$ cat src/rtl/rr_mux_arbiter.sv
// Four-source round-robin arbiter driving a shared 4:1 data select into a
// single valid/ready output register, with per-source burst locking.
module rr_mux_arbiter #(
  parameter int N = 16
) (
  input  logic         clk,
  input  logic         rst,
  input  logic [3:0]   req,
  input  logic [3:0]   lock,
  input  logic [N-1:0] in_a,
  input  logic [N-1:0] in_b,
  input  logic [N-1:0] in_c,
  input  logic [N-1:0] in_d,
  output logic [3:0]   gnt,
  output logic         out_valid,
  output logic [N-1:0] out_data,
  output logic [1:0]   out_src,
  input  logic         out_ready,
  output logic         locked
);

  typedef enum logic [0:0] {
    S_IDLE   = 1'b0,
    S_LOCKED = 1'b1
  } state_e;

  state_e         state_q, state_d;
  logic [1:0]     ptr_q, ptr_d;
  logic [1:0]     owner_q, owner_d;
  logic           out_valid_q, out_valid_d;
  logic [N-1:0]   out_data_q, out_data_d;
  logic [1:0]     out_src_q, out_src_d;

  logic           cap_ok;
  logic           rr_any;
  logic [1:0]     rr_idx;
  logic [1:0]     scan_idx;
  logic [1:0]     win_idx;
  logic           win_req;
  logic [N-1:0]   sel_data;
  logic           capture;
  logic [3:0]     gnt_raw;

  assign cap_ok = !out_valid_q || out_ready;

  // Winner selection depends only on state and req, never on the datapath,
  // so it is kept apart from the next-state logic.
  always_comb begin
    rr_any   = 1'b0;
    rr_idx   = ptr_q;
    scan_idx = ptr_q;
    for (int unsigned i = 0; i < 4; i++) begin
      scan_idx = ptr_q + 2'(i);
      if (!rr_any && req[scan_idx]) begin
        rr_any = 1'b1;
        rr_idx = scan_idx;
      end
    end
    if (state_q == S_LOCKED) begin
      win_idx = owner_q;
      win_req = req[owner_q];
    end else begin
      win_idx = rr_idx;
      win_req = rr_any;
    end
  end

  always_comb begin
    sel_data = in_a;
    unique case (win_idx)
      2'd0: sel_data = in_a;
      2'd1: sel_data = in_b;
      2'd2: sel_data = in_c;
      2'd3: sel_data = in_d;
      default: sel_data = in_a;
    endcase
  end

  always_comb begin
    state_d     = state_q;
    ptr_d       = ptr_q;
    owner_d     = owner_q;
    out_valid_d = out_valid_q;
    out_data_d  = out_data_q;
    out_src_d   = out_src_q;
    capture     = 1'b0;
    gnt_raw     = '0;

    unique case (state_q)
      S_IDLE: begin
        if (win_req && cap_ok) begin
          capture = 1'b1;
          ptr_d   = win_idx + 2'd1;
          if (lock[win_idx]) begin
            state_d = S_LOCKED;
            owner_d = win_idx;
          end
        end
      end
      S_LOCKED: begin
        // Dropping the request ends the burst even while the output is stalled.
        if (!win_req) begin
          state_d = S_IDLE;
          ptr_d   = owner_q + 2'd1;
        end else if (cap_ok) begin
          capture = 1'b1;
          if (!lock[owner_q]) begin
            state_d = S_IDLE;
            ptr_d   = owner_q + 2'd1;
          end
        end
      end
      default: state_d = S_IDLE;
    endcase

    if (capture) begin
      gnt_raw[win_idx] = 1'b1;
      out_valid_d      = 1'b1;
      out_data_d       = sel_data;
      out_src_d        = win_idx;
    end else if (out_valid_q && out_ready) begin
      out_valid_d = 1'b0;
    end
  end

  always_ff @(posedge clk) begin
    if (rst) begin
      state_q     <= S_IDLE;
      ptr_q       <= '0;
      owner_q     <= '0;
      out_valid_q <= 1'b0;
      out_data_q  <= '0;
      out_src_q   <= '0;
    end else begin
      state_q     <= state_d;
      ptr_q       <= ptr_d;
      owner_q     <= owner_d;
      out_valid_q <= out_valid_d;
      out_data_q  <= out_data_d;
      out_src_q   <= out_src_d;
    end
  end

  assign gnt       = rst ? '0 : gnt_raw;
  assign out_valid = out_valid_q;
  assign out_data  = out_data_q;
  assign out_src   = out_src_q;
  assign locked    = (state_q == S_LOCKED);

  a_gnt_onehot0: assert property (@(posedge clk) $onehot0(gnt));
  a_hold_stable: assert property (@(posedge clk) disable iff (rst)
    (out_valid && !out_ready) |=> (out_valid && $stable(out_data) && $stable(out_src)));

endmodule

$ cat config.mk
export PLATFORM = sky130hd
export DESIGN_NAME = rr_mux_arbiter
export DESIGN_NICKNAME = d
export VERILOG_FILES = /design/src/rtl/rr_mux_arbiter.sv
export SDC_FILE = /design/constraint.sdc
export NUM_CORES = 1
export LEC_CHECK = 0
export CORE_MARGIN = 8
export CORE_UTILIZATION = 38
export CTS_BUF_LIST = sky130_fd_sc_hd__clkbuf_4
export DETAILED_ROUTE_END_ITERATION = 6
export PLACE_DENSITY = 0.81
export SYNTH_ARGS = -nofsm -noshare
export SYNTH_HDL_FRONTEND = slang
export SYNTH_SLANG_ARGS = --single-unit
$ cat constraint.sdc
create_clock -name clk -period 3 [get_ports clk]
set_input_delay 0.6 -clock clk [delete_from_list [all_inputs] [get_ports clk]]
set_output_delay 0.6 -clock clk [all_outputs]
set_load 0.1 [all_outputs]
==> summary.md <==
| Metric | Value |
|---|---|
| Final period util | 93.0% |
| Initial antenna violation count | 0 |
| Starting density of the core | 39.6% |
| Largest net degree at the start of global routing | 33 |
| Final wirelength | 5.58 mm |
| Worst reg2reg setup slack | 0.63 ns |
| PortBufs | 98 |
| Hold EP | out_data[11] |
| Area growth from synthesis to layout | 73.9% |
| WP depth | 9 |
| # setup viols final | 0 |
| DR WL/cell | 16.4 um |
| Crit-path max cell delay | 0.28 ns |
| Clk sinks | 24 |
| Die area | 6520 um^2 |
| Synth warn | 0 |
| Post-DP HPWL | 4.54 mm |
| # DRC | 0 |
| Chip height | 80.8 um |
| Worst r2r src | ptr_q[0] |
| Nets | 371 |
| Mapped cell area | 1590 um^2 |
| Final core utilization | 68.8% |
| Netlist cell types | 39 |
| Max VDD drop | 0.655 mV |
| Worst r2r dst | out_data[1] |
| Ant. Diodes | 0 |
| Tightest Pin Transition | 0.341 ns |
| Post-route minimum period | 2.79 ns |
| Synth Instances | 185 |
| Synth Net Count | 265 |
| Area of the multi-input gates | 1060 um^2 |
| RSZ-0062 raised after global routing | false |
| Worst Setup End Kind | output pin |
| Pre-CTS setup slack | -0.100 ns |
| Skew-Pair Late Insertion Delay | 0.32 ns |
| MaxCap Viol Count | 0 |
| Fillers | 338 |
| Layout cells sized above 1 | 22.1% |
| Routed vias/inst | 5.31 |
| WP data arrival | 2.19 ns |
| Hold Vio Cnt, Final | 0 |
| Most frequent cells in the layout | 70 x clkdlybuf4s50_1, 37 x buf_4, 23 x dfxtp_1, 22 x nor2_1, 21 x mux2i_1 |
| Detailed Route Iter0 Violations | 81 |
| CTS tree | built |
| Min-delay src | out_data[11] |
| CTS Buffer Depth | 2 |
| Hold path depth | 2 |
| Path depth of the worst reg2reg path | 11 |
| Row count | 23 |
| Outcome | completed |
| Lkg Pwr | 1.19 nW |
| Max Freq | 358 MHz |
| Vias in the first global route | 1,798 |
| Htree depth | 1 |
| Worst hold slack | 0.508 ns |
| Fin worst setup slack | 0.209 ns |
| Core area | 4030 um^2 |
| Detailed Routing Iterations Pass 1 | 5 |
| Leading cell type in the layout, fill and taps excluded | clkdlybuf4s50_1 |
| Syn_area_per_cell | 8.62 um^2 |
| Seq/Total Area, Yosys | 30.1% |
| Post-CTS Setup Bufs | 0 |
| Antenna-violating nets left | 0 |
| RD Place Congestion | 0.829 |
| Total Power | 2.71 mW |
| Global route overflow | 0 |
| Chip width | 80.8 um |
| Hold Path Class | flip-flop to flip-flop |
| Top delay family on crit path | buffers and inverters |
| Clock Tree Root | clkbuf_4 |
| I/O Pins | 99 |
| Number of synthesized register bits | 24 |
| DR vias | 1,807 |
| Skew final | 0.00797 ns |
| CP Buf/Inv Count | 3 |
| WS Path Type | primary input to output pin |
| Fin. max-slew vios | 0 |
| Reg area | 484 um^2 |
| Cells along the critical path | dlygate4sd2_1 > nor2b_1 > o21ai_0 > and4_4 > a21oi_4 > buf_4 > ha_1 > and2_4 > buf_12 |
| CP Data Required Time | 2.40 ns |
| GRT Total Usage | 16.7% |
| CTS Buf Count | 3 |
| First-pass GRT wire length | 8.71 mm |
| Slew margin rel. | 77.1% |
| Crit path max-delay cell type | dlygate4sd2_1 |
| Clock-pin slew on the worst setup and hold paths | 0.12 ns |
| Hold Buf Count CTS | 0 |
| Power Density | 978 nW/um^2 |
| CP max FO | 6 |
| Startpoint types | primary input |
-- cell families after synthesis --
kind of cell               share of synthesized area, %
and+or+nand+nor                                    17.4
muxes                                              17.7
adders and majority gates                          3.92
DFF                                                30.1
AOI/OAI and AO/OA                                  25.6
buffers and inverters                              5.26
-- worst max-delay path by stage --
stage,start,to
after floorplan,locked,gnt[2]
after global placement,req[0],gnt[2]
after detailed placement,req[0],out_data[1]
after CTS,req[1],gnt[0]
after global routing,req[0],gnt[2]
final,req[0],gnt[2]
-- metal layers --
| metal | wire length, um | GRT usage (%) | vias up |
|---|---|---|---|
| met1 | 2160 | 18.8 | 839 |
| met4 | 50 | 3.39 | 0 |
| met3 | 392 | 5.30 | 4 |
| met2 | 2980 | 30.2 | 64 |
| met5 | 0 | 0 | - |
| li1 | - | - | 900 |
-- where the power goes --
group | internal [mW] | switching, mW
Sequential | 0.428 | 0.0908
Clock | 0.0610 | 0.0967
Combinational | 0.731 | 1.30
Total | 1.22 | 1.49
-- per-stage QoR --
step                cell area (um^2)  TNS (ns)  instances
floorplan                       1610         0        185
global placement                2720    -0.279        336
detailed placement              2720    -0.976        336
CTS                             2760         0        340
global route                    2770         0        340
finish                          2770         0        340
-- worst reg2reg max path, stage by stage, from the launching register on --
cell      delay [ns]
dfxtp_1         0.40
and2b_1         0.21
o21ai_0         0.14
and4_4          0.26
a21oi_4         0.04
buf_4           0.15
ha_1            0.22
buf_4           0.17
a222oi_1        0.34
o21ai_0         0.12
mux2i_1         0.15
nor2_1          0.06
-- cell type report --
cell class	count	share of cell area, %
Tap cell	50	2.26
Timing Repair Buffer	116	40.3
Clock buffer	4	1.08
Inverter	4	0.542
Multi-Input combinational cell	142	38.3
Sequential cell	24	17.5
-- what timing repair did --
item / 4_1_cts / 5_1_grt
pin swaps: 0 / 0
endpoints found under the setup margin: 4 / 4
resized for setup: 5 / 3
-- synthesized netlist by cell type, drive strengths merged --
cell type / instances / share of area [%]
o211ai: 1 / 1.3
a222oi: 16 / 10
o311ai: 1 / 1.0
and4: 1 / 0.71
or3: 1 / 0.39
a21boi: 1 / 0.47
o31ai: 1 / 0.47
and2b: 1 / 0.47
o21ai: 21 / 6.8
nor2b: 5 / 2.0
o21bai: 2 / 0.94
nand2b: 3 / 1.2
and2: 4 / 1.6
nand2: 18 / 4.2
inv: 4 / 0.94
nand3: 1 / 0.31
a211oi: 2 / 0.94
o21ba: 1 / 0.63
a21oi: 4 / 1.5
buf: 4 / 1.7
dfxtp: 24 / 30
o22ai: 1 / 0.39
mux2: 2 / 1.6
nor2: 23 / 5.6
ha: 5 / 3.9
nor3: 2 / 0.63
nor4: 1 / 0.39
mux2i: 21 / 13
o32ai: 1 / 1.0
clkbuf: 11 / 2.6
mux4: 2 / 2.8
-- state kept, by name, summed over array words and instances (netlist names) --
signal and flops:
out_data 16, out_src 2, owner_q 2, ptr_q 2, locked 1, out_valid 1
No activity file was read; power rests on OpenSTA's default activity.
